File: src/rtl/adiabatic_phase_sequencer.sv
// Issue controller for the 16-bit adiabatic AND datapath.
// Generates the four power-clock phase enables, hands operands to the datapath
// once per power-clock period, captures results into a small FIFO, and parks
// the power clocks after a run of empty periods.
module adiabatic_phase_sequencer #(
   parameter int WIDTH        = 16,
   parameter int QTR_CYCLES   = 4,
   parameter int PIPE_DEPTH   = 1,
   parameter int FIFO_DEPTH   = 2,
   parameter int IDLE_PERIODS = 2
) (
   input  logic             clk,
   input  logic             rst_n,
   input  logic             in_valid,
   output logic             in_ready,
   input  logic [WIDTH-1:0] in_a,
   input  logic [WIDTH-1:0] in_b,
   output logic [WIDTH-1:0] a_o,
   output logic [WIDTH-1:0] b_o,
   input  logic [WIDTH-1:0] res_i,
   output logic             clkpos,
   output logic             clkpos2,
   output logic             clkneg,
   output logic             clkneg2,
   output logic             out_valid,
   input  logic             out_ready,
   output logic [WIDTH-1:0] out_data,
   output logic             busy
);

   localparam int QW = (QTR_CYCLES > 1) ? $clog2(QTR_CYCLES) : 1;
   localparam int AW = (FIFO_DEPTH > 1) ? $clog2(FIFO_DEPTH) : 1;
   localparam int CW = $clog2(FIFO_DEPTH + 1);
   localparam int IW = $clog2(IDLE_PERIODS + 1);
   localparam int SW = $clog2(PIPE_DEPTH + FIFO_DEPTH + 1);

   typedef enum logic {STOPPED, RUN} state_t;

   state_t                state, state_n;
   logic [1:0]            q, q_n;
   logic [QW-1:0]         qcnt, qcnt_n;
   logic [IW-1:0]         idle_cnt, idle_n;
   // one valid bit per datapath stage; bit PIPE_DEPTH-1 is the stage whose
   // result is captured in the current period
   logic [PIPE_DEPTH-1:0] vld_p;
   logic [WIDTH-1:0]      mem [FIFO_DEPTH];
   logic [AW-1:0]         rd_ptr, wr_ptr;
   logic [CW-1:0]         fifo_cnt;
   logic [SW-1:0]         occ;
   logic                  credit, bnd, accept, push, pop, run_n;

   // Occupancy seen by the credit check: ops in the datapath plus buffered results
   always_comb begin
      occ = SW'(fifo_cnt);
      for (int i = 0; i < PIPE_DEPTH; i++) occ = occ + SW'(vld_p[i]);
   end

   assign credit    = occ < SW'(FIFO_DEPTH);
   assign bnd       = (state == RUN) && (q == 2'd3) && (qcnt == QW'(QTR_CYCLES - 1));
   assign in_ready  = credit && ((state == STOPPED) || bnd);
   assign accept    = in_valid && in_ready;
   // the oldest op's result is stable by the end of quarter 2 of its final period
   assign push      = (state == RUN) && vld_p[PIPE_DEPTH-1] && (q == 2'd2) &&
                      (qcnt == QW'(QTR_CYCLES - 1));
   assign out_valid = (fifo_cnt != '0);
   assign pop       = out_valid && out_ready;
   assign out_data  = mem[rd_ptr];
   assign busy      = (state == RUN);
   assign run_n     = (state_n == RUN);

   // Next-state for the sequencer FSM, quarter timing and idle counting
   always_comb begin
      state_n = state;
      q_n     = q;
      qcnt_n  = qcnt;
      idle_n  = idle_cnt;
      case (state)
         STOPPED: begin
            if (accept) begin
               state_n = RUN;
               q_n     = 2'd0;
               qcnt_n  = '0;
               idle_n  = '0;
            end
         end
         RUN: begin
            if (qcnt == QW'(QTR_CYCLES - 1)) begin
               qcnt_n = '0;
               q_n    = q + 2'd1;
            end else begin
               qcnt_n = qcnt + QW'(1);
            end
            if (bnd) begin
               if (accept) begin
                  idle_n = '0;
               end else if (vld_p == '0) begin
                  idle_n = idle_cnt + IW'(1);
                  if (idle_n == IW'(IDLE_PERIODS)) begin
                     // park only at a period boundary; timing restarts at q=0
                     state_n = STOPPED;
                     q_n     = 2'd0;
                     qcnt_n  = '0;
                  end
               end
            end
         end
         default: state_n = STOPPED;
      endcase
   end

   // Sequencer registers: FSM, operand hold, in-flight bits, glitch-free phase enables
   always_ff @(posedge clk or negedge rst_n) begin
      if (!rst_n) begin
         state    <= STOPPED;
         q        <= 2'd0;
         qcnt     <= '0;
         idle_cnt <= '0;
         vld_p    <= '0;
         a_o      <= '0;
         b_o      <= '0;
         clkpos   <= 1'b0;
         clkpos2  <= 1'b0;
         clkneg   <= 1'b1;
         clkneg2  <= 1'b1;
      end else begin
         state    <= state_n;
         q        <= q_n;
         qcnt     <= qcnt_n;
         idle_cnt <= idle_n;
         if (accept && (state == STOPPED)) begin
            vld_p <= PIPE_DEPTH'(1);
         end else if (bnd) begin
            vld_p <= (vld_p << 1) | PIPE_DEPTH'(accept);
         end
         if (accept) begin
            a_o <= in_a;
            b_o <= in_b;
         end else if (bnd) begin
            a_o <= '0;
            b_o <= '0;
         end
         // enables derive from next-cycle quarter so they change only on clk edges
         clkpos  <= run_n && !q_n[1];
         clkpos2 <= run_n && (q_n[1] ^ q_n[0]);
         clkneg  <= !(run_n && !q_n[1]);
         clkneg2 <= !(run_n && (q_n[1] ^ q_n[0]));
      end
   end

   // Result FIFO pointers and occupancy
   always_ff @(posedge clk or negedge rst_n) begin
      if (!rst_n) begin
         rd_ptr   <= '0;
         wr_ptr   <= '0;
         fifo_cnt <= '0;
      end else begin
         if (push) wr_ptr <= (wr_ptr == AW'(FIFO_DEPTH - 1)) ? '0 : wr_ptr + AW'(1);
         if (pop)  rd_ptr <= (rd_ptr == AW'(FIFO_DEPTH - 1)) ? '0 : rd_ptr + AW'(1);
         case ({push, pop})
            2'b10:   fifo_cnt <= fifo_cnt + CW'(1);
            2'b01:   fifo_cnt <= fifo_cnt - CW'(1);
            default: fifo_cnt <= fifo_cnt;
         endcase
      end
   end

   // Result storage; contents are only meaningful where the occupancy says so
   always_ff @(posedge clk) begin
      if (push) mem[wr_ptr] <= res_i;
   end

endmodule

File: config.mk
export PLATFORM = sky130hd
export DESIGN_NAME = adiabatic_phase_sequencer
export DESIGN_NICKNAME = d
export VERILOG_FILES = /design/src/rtl/adiabatic_phase_sequencer.sv
export SDC_FILE = /design/constraint.sdc
export NUM_CORES = 1
export LEC_CHECK = 0
export CELL_PAD_IN_SITES_DETAIL_PLACEMENT = 1
export CELL_PAD_IN_SITES_GLOBAL_PLACEMENT = 2
export CORE_MARGIN = 2
export CORE_UTILIZATION = 30
export CTS_CLUSTER_DIAMETER = 30
export DETAILED_ROUTE_END_ITERATION = 10
export PLACE_DENSITY = 0.92
export RECOVER_POWER = 25
export SLEW_MARGIN = 20
export SYNTH_ARGS = -nofsm -noshare
export SYNTH_HDL_FRONTEND = slang
export SYNTH_SLANG_ARGS = --single-unit
File: constraint.sdc
create_clock -name clk -period 2.7 [get_ports clk]
set_input_delay 0.27 -clock clk [delete_from_list [all_inputs] [get_ports clk]]
set_output_delay 0.27 -clock clk [all_outputs]
set_load 0.02 [all_outputs]
==> flow_summary.json, run 1 <==
{
  "outcome": "finished, final reports clean",
  "synth.ff_latch_count": 80,
  "place.port_buffers": 106,
  "met3_wirelength_microns": 538,
  "iter_0_drt_violations": 50,
  "post-layout-total-power_w": 0.005100,
  "timing.max_slew.rel_slack": 0.1740,
  "cts_buffer_depth": 2,
  "dp_hpwl_microns": 5450,
  "critical_path_peak_fanout": 17,
  "critPathCaptureType": "output pin",
  "setup_total_negative_slack_ps": 0,
  "synth_warnings": 0,
  "drt-met1-wl_microns": 3453,
  "power_density_mw_per_mm2": 1046,
  "grt_first_pass_wirelength_microns": 12300,
  "maxSlewViolCount": 0,
  "layout.nets": 428,
  "cts_resized": 0,
  "intPower_w": 0.003363,
  "chipWidth_microns": 110.1,
  "dieHeight_microns": 110.1,
  "pwr-share-clk": 0.235,
  "initial_utilization": 0.3090,
  "clock_skew_ps": 7.714,
  "yosys-top-cells-area": "sky130_fd_sc_hd__dfrtp_1 34%, sky130_fd_sc_hd__edfxtp_1 28%, sky130_fd_sc_hd__mux2i_1 9.8%",
  "placementRows": 38,
  "peakVddDrop_uv": 376.6,
  "detail_route.wl_per_cell_microns": 15.12,
  "sw_frac_of_total": 0.3405,
  "synthFlopType": "sky130_fd_sc_hd__dfrtp_1",
  "netlist.area_leader.share": 0.3406,
  "routabilityCongestion": 0.7452,
  "max_freq_mhz": 422.9,
  "fillers": 1190,
  "static-leakage-power_nw": 2.269,
  "worst_slew_pin_slew_ps": 1239,
  "yosysSeqAreaShare": 0.6405,
  "core_area_sq_mm": 0.01094,
  "multi_input_area_sq_um": 996.0,
  "edff_count_synth": 32,
  "dr.pass1.iters": 3,
  "grt_antenna_before_repair": 1,
  "first_global_vias": 2498,
  "synth_commonest_cells": "46 x sky130_fd_sc_hd__dfrtp_1, 38 x sky130_fd_sc_hd__inv_1, 35 x sky130_fd_sc_hd__nand2_1, 33 x sky130_fd_sc_hd__mux2i_1, 32 x sky130_fd_sc_hd__edfxtp_1",
  "netlist.top_cell.by_area": "sky130_fd_sc_hd__dfrtp_1",
  "drc": 0,
  "cts_root_buffer": "sky130_fd_sc_hd__clkbuf_16",
  "r2r_setup_slack_ps": 650,
  "ios": 107,
  "final-seq-area_sq_mm": 0.002165,
  "uppermost_metal_layer_occupied_by_signal_nets": "met4",
  "pin_count_of_the_biggest_net_entering_global_routing": 49,
  "grt_overflow": 0,
  "num_vias": 2319,
  "proportion_of_power_drawn_by_flip_flops_and_latches": 0.371,
  "netlist_area_sq_mm": 0.003379,
  "syn-num-nets": 318,
  "data_arrival_time_of_the_worst_path_ps": 2090,
  "setup.worst_path.class": "register to output pin",
  "p_switching_w": 0.001736,
  "syn2layout_area_growth_pct": 44.21,
  "cap_violations": 0,
  "cts_sinks": 80,
  "viasPerCell": 4.485,
  "ant_nets": 0,
  "cts.clk_slew.worst_paths_ps": 60,
  "syn-instance-count": 261,
  "worst_skew_pair.late_latency_ps": 330,
  "met2RoutedLength_microns": 3704,
  "final_worst_path_period_share": 0.8757,
  "synth-async-reset-ratio": 0.6000,
  "synth_most_common_cell": "sky130_fd_sc_hd__dfrtp_1",
  "synthDistinctLibCells": 36,
  "final.min_clock_period_ps": 2365,
  "drive_gt1_frac": 0.1090,
  "sort_of_element_at_the_start_of_the_critical_path": "register",
  "critPathRequiredTime_ps": 2430,
  "drt_wl_total_microns": 7817,
  "finalHoldViolations": 0,
  "tritoncts_clock_tree": "built",
  "numCtsBuffers": 9,
  "cts.htree.levels": 3,
  "pwr-share-comb": 0.394,
  "min_path_type": "input pin to register",
  "grt.total_usage": 0.1332,
  "die-area_sq_mm": 0.01213,
  "final_setup_violation_count": 0,
  "rsz_0062_raised_after_global_routing": "false",
  "post_synth.cell_area_avg_sq_um": 12.95
}
[through the flow]
| step | cell area (sq um) | hold slack, ps | setup WS (ps) | instances | util |
|---|---|---|---|---|---|
| floorplan | 3379 | -25.59 | 617.5 | 261 | - |
| global placement | 4564 | 480.4 | 673.0 | 499 | 0.4174 |
| detailed placement | 4564 | 498.0 | 638.2 | 499 | 0.4174 |
| CTS | 4861 | 196.5 | 293.0 | 515 | 0.4445 |
| global route | 4873 | 481.1 | 221.3 | 517 | 0.4457 |
| finish | 4873 | 475.5 | 335.5 | 517 | 0.4457 |
[worst paths after layout]
check                                    start             endpoint  depth (start not counted)
max                         rd_ptr$_DFFE_PN0P_         out_data[10]                          2
min                                    in_a[0]   a_o[0]$_DFFE_PN0P_                          3
max reg2reg                qcnt[0]$_DFFE_PN0P_  a_o[10]$_DFFE_PN0P_                          4
min reg2reg                qcnt[1]$_DFFE_PN0P_  qcnt[1]$_DFFE_PN0P_                          1
max in group asynchronous                rst_n   b_o[6]$_DFFE_PN0P_                          2
min in group asynchronous                rst_n   rd_ptr$_DFFE_PN0P_                          2
[worst max-delay path, stage by stage, from the launching register on]
cell	delay, ps
sky130_fd_sc_hd__dfrtp_1	800
sky130_fd_sc_hd__mux2_2	410
sky130_fd_sc_hd__clkdlybuf4s50_1	560
[cell families (layout without fill, tap and decap cells)]
| logic type | count (synthesis) | after routing | share of synthesized area |
|---|---|---|---|
| DFF | 80 | 80 | 0.6405 |
| and+or+nand+nor | 55 | 55 | 0.07405 |
| buffers and inverters | 50 | 165 | 0.06479 |
| muxes | 49 | 49 | 0.1511 |
| AOI/OAI and AO/OA | 16 | 16 | 0.03554 |
| xor gates and xnor gates | 6 | 6 | 0.01555 |
| adders and majority gates | 5 | 5 | 0.01851 |
| other | 0 | 1 | 0 |
[layer usage]
layer / up-vias / GRT usage
met2: 83 / 0.2204
met3: 9 / 0.03292
met1: 1133 / 0.1665
li1: 1094 / -
met4: 0 / 0.05536
met5: - / 0
[registers in the layout, summed over array words and instances (netlist names), 2 cells and up]
name and flops:
mem 32, a_o 16, b_o 16, fifo_cnt 2, idle_cnt 2, q 2
qcnt 2
[layout by cell type (no fill, tap or decap), drive strengths merged, types with 2 or more instances in the layout]
cell type,Yosys,final
a21boi,2,2
a21oi,3,3
a32o,2,2
and3,2,2
buf,5,4
clkbuf,7,10
clkdlybuf4s50,0,89
clkinv,0,3
clkinvlp,0,2
dfrtp,46,46
dfstp,2,2
dlygate4sd3,0,17
edfxtp,32,32
ha,5,5
inv,38,39
mux2,16,16
mux2i,33,33
nand2,35,35
nand3,2,2
nor2,4,4
nor3,3,3
o21ai,3,3
or4,3,3
xnor2,5,5
[area by class of cell]
cell class                      instances  area share
Antenna cell                            1   0.0005135
Clock buffer                            9     0.04621
Clock inverter                          7     0.01463
Inverter                               38     0.02927
Multi-Input combinational cell        131      0.2044
Sequential cell                        80      0.4442
Tap cell                              140     0.03594
Timing Repair Buffer                  111      0.2249
[timing repair]
action	CTS	global route
hold buffers	0	1
hold endpoints to repair	0	1
setup buffers	0	0
[power groups by stage]
| stage | sequential (W) | combinational, W | clock [W] |
|---|---|---|---|
| global placement | 0.00190 | 0.00197 | 0 |
| CTS | 0.00190 | 0.00205 | 0.00124 |
| detailed placement | 0.00191 | 0.00204 | 0 |
| finish | 0.00189 | 0.00201 | 0.00120 |
| floorplan | 0.00207 | 0.000973 | 0 |
| global route | 0.00195 | 0.00219 | 0.00129 |
Note: power is estimated with default switching activity, not from simulation.
==> run 2: changes to the inputs <==
Settings changed: ABC_AREA set to 1, CORE_UTILIZATION 30 to 28.
==> flow_summary.json, run 2 <==
{
  "sort_of_element_at_the_start_of_the_critical_path": "register",
  "drc": 0,
  "cts_sinks": 80,
  "slowest_cell_on_the_critical_path": "sky130_fd_sc_hd__clkdlybuf4s50_1",
  "outcome": "finished, final reports clean",
  "r2r_setup_slack_ps": 710,
  "viasPerCell": 4.489,
  "data_arrival_time_of_the_worst_path_ps": 1990,
  "detail_route.wl_per_cell_microns": 14.75,
  "max_freq_mhz": 443.3,
  "cap_violations": 0,
  "critical_path_depth": 5,
  "synth-simple-area-share": 0.2436,
  "crit-reg2reg-launch": "qcnt[0]$_DFFE_PN0P_",
  "dieHeight_microns": 111.9,
  "count_of_buffer_and_inverter_cells_on_the_critical_path": 1,
  "synth.ff_latch_count": 80,
  "reg_top3": "mem (32), a_o (16), b_o (16)",
  "placementRows": 39,
  "critical_path_peak_fanout": 7,
  "maxSlewViolCount": 0,
  "yosysSeqAreaShare": 0.6636,
  "fillers": 1282,
  "chipWidth_microns": 111.9,
  "worst_slew_pin_slew_ps": 1482,
  "dp_hpwl_microns": 6065,
  "timing.final.ws_setup_ps": 443.9,
  "netlist.top_cell.by_area": "sky130_fd_sc_hd__dfrtp_1",
  "cts.htree.levels": 3,
  "final_worst_path_period_share": 0.8356,
  "regToRegEndpoint": "idle_cnt[0]$_DFFE_PN0P_",
  "post_synth_fa_ha_maj_area_fraction": 0.01918,
  "worst_skew_pair.late_latency_ps": 330,
  "numCtsBuffers": 9,
  "synth_top_family_by_area": "simple AND/OR/NAND/NOR gates",
  "synth_warnings": 0,
  "min_path_type": "input pin to register",
  "tritoncts_clock_tree": "built",
  "dp_slack_ps": 693.1,
  "rsz_0062_raised_after_global_routing": "false",
  "timing.critical_path.cells": "ha_1 > nand3_4 > nand2_2 > and2_1 > clkdlybuf4s50_1",
  "diodes": 0,
  "most_frequent_standard_cell_in_the_layout_excluding_fill_and_tap_cells": "sky130_fd_sc_hd__nand2_1",
  "routabilityCongestion": 0.6959,
  "synth-async-reset-ratio": 0.6000,
  "cts_buffer_depth": 2,
  "syn-instance-count": 311,
  "peakVddDrop_uv": 371.1,
  "timing.critical_path.to": "in_ready",
  "final.min_clock_period_ps": 2256,
  "timing.max_slew.rel_slack": 0.01214,
  "cp_top_family": "buffers and inverters",
  "largest_reg_flops": 32,
  "place.port_buffers": 106,
  "syn2layout_area_growth_pct": 46.18,
  "post_synth.cell_area_avg_sq_um": 10.49,
  "layout.nets": 479,
  "grt.total_usage": 0.1394,
  "pin_count_of_the_biggest_net_entering_global_routing": 35,
  "ios": 107,
  "synthFlopType": "sky130_fd_sc_hd__dfrtp_1",
  "yosys-top-cells-area": "sky130_fd_sc_hd__dfrtp_1 35%, sky130_fd_sc_hd__edfxtp_1 29%, sky130_fd_sc_hd__nand2_1 15%",
  "synth_commonest_cells": "128 x sky130_fd_sc_hd__nand2_1, 46 x sky130_fd_sc_hd__dfrtp_1, 39 x sky130_fd_sc_hd__nand3_1, 32 x sky130_fd_sc_hd__edfxtp_1, 11 x sky130_fd_sc_hd__inv_1",
  "dr.pass1.iters": 5,
  "synth.mux.area_fraction": 0,
  "first_global_vias": 2720,
  "synth_xor_area_frac": 0.01074,
  "edff_count_synth": 32,
  "ant_nets": 0,
  "netlist_area_sq_mm": 0.003262,
  "setup.worst_path.class": "register to output pin",
  "largest-register": "mem",
  "synth-compound-area-share": 0.01880,
  "clock_skew_ps": 4.483,
  "r2r_cells": 8,
  "post_cts.repair.setup_buffers": 0,
  "finalHoldViolations": 0,
  "iter_0_drt_violations": 108,
  "die-area_sq_mm": 0.01253,
  "grt_antenna_before_repair": 0,
  "syn-num-nets": 368,
  "final_setup_violation_count": 0,
  "drive_gt1_frac": 0.07260,
  "synth_most_common_cell": "sky130_fd_sc_hd__nand2_1",
  "crit_start": "qcnt[0]$_DFFE_PN0P_",
  "setup_total_negative_slack_ps": 0,
  "layout_common_cells": "128 x sky130_fd_sc_hd__nand2_1, 89 x sky130_fd_sc_hd__clkdlybuf4s50_1, 46 x sky130_fd_sc_hd__dfrtp_1, 39 x sky130_fd_sc_hd__nand3_1, 32 x sky130_fd_sc_hd__edfxtp_1",
  "initial_utilization": 0.2869,
  "grt_first_pass_wirelength_microns": 13600,
  "synthDistinctLibCells": 29,
  "num_vias": 2559,
  "static-leakage-power_nw": 2.122,
  "drt_wl_total_microns": 8405,
  "cts.clk_slew.worst_paths_ps": 60,
  "power_density_mw_per_mm2": 1121,
  "netlist.area_leader.share": 0.3529,
  "cts_root_buffer": "sky130_fd_sc_hd__clkbuf_16",
  "critPathCaptureType": "output pin",
  "cpPeakStageDelay_ps": 600,
  "grt_overflow": 0,
  "core_area_sq_mm": 0.01137,
  "critPathRequiredTime_ps": 2430
}
run 2: changes by cell type after synthesis, moves of 4 or more:
| cell | change |
|---|---|
| sky130_fd_sc_hd__nand3_1 | +37 |
| sky130_fd_sc_hd__clkbuf_1 | -4 |
| sky130_fd_sc_hd__mux2_2 | -16 |
| sky130_fd_sc_hd__nand2_1 | +93 |
| sky130_fd_sc_hd__mux2i_1 | -33 |
| sky130_fd_sc_hd__xnor2_1 | -4 |
| sky130_fd_sc_hd__inv_1 | -27 |
| sky130_fd_sc_hd__nand2_2 | +4 |
run 2: report_power, final:
group	internal [W]	switching, W	leakage [nW]
combinational	0.000980	0.00127	1.09
clock	0.000802	0.000445	0.149
sequential	0.00162	0.000230	0.887
run 2: per-stage QoR:
step	util	power, W	cell area, sq um	hold WS, ps	cells
finish	0.4194	0.005347	4768	478.0	570
global route	0.4194	0.005705	4768	475.4	570
CTS	0.4195	0.005447	4770	463.5	570
detailed placement	0.3918	0.004153	4454	319.7	553
global placement	0.3918	0.004049	4454	310.1	553
floorplan	-	0.003116	3262	-25.59	311
run 2: tightest hold or removal path, cell delays in order:
cell and delay [ps]:
sky130_fd_sc_hd__clkdlybuf4s50_1 390, sky130_fd_sc_hd__nand2_1 60, sky130_fd_sc_hd__nand2_1 50
run 2: layout make-up:
class	count	area, sq um	share of cell area
sequential	80	2165	0.4540
timing repair buffer	114	1117	0.2343
multi-input combinational	204	953.4	0.1999
clock buffer	11	232.7	0.04881
tap	143	178.9	0.03752
clock inverter	5	72.57	0.01522
inverter	13	48.80	0.01023
run 2: worst min path at each step:
| stage | end | cells past startpoint | startpoint | slack [ps] |
|---|---|---|---|---|
| finish | a_o[15]$_DFFE_PN0P_ | 3 | in_a[15] | 480 |
| global route | a_o[9]$_DFFE_PN0P_ | 3 | in_a[9] | 480 |
| CTS | a_o[15]$_DFFE_PN0P_ | 3 | in_a[15] | 460 |
| detailed placement | clkpos$_DFF_PN0_ | 1 | rst_n | 320 |
| global placement | clkpos2$_DFF_PN0_ | 1 | rst_n | 310 |
| floorplan | a_o[0]$_DFFE_PN0P_ | 0 | rst_n | -30 |
run 2: timing repair:
action	4_1_cts	5_1_grt
hold buffers	1	0
endpoints found under the setup margin	0	0
endpoints found under the hold margin	24	0
gates resized for setup	0	0
run 2: logic make-up after synthesis:
kind of cell | after synthesis
xor+xnor | 4
compound gates | 11
simple gates | 184
fa+ha+maj | 5
buf+inv | 27
flops | 80
run 2: routing by layer:
metal	share of wire	wire length, microns	global-route usage	vias up
met2	0.48	4009	0.2299	86
met3	0.061	516	0.04409	10
met5	0	0	0	-
met4	0.015	122	0.04878	0
li1	-	-	-	1231
met1	0.45	3757	0.1739	1232
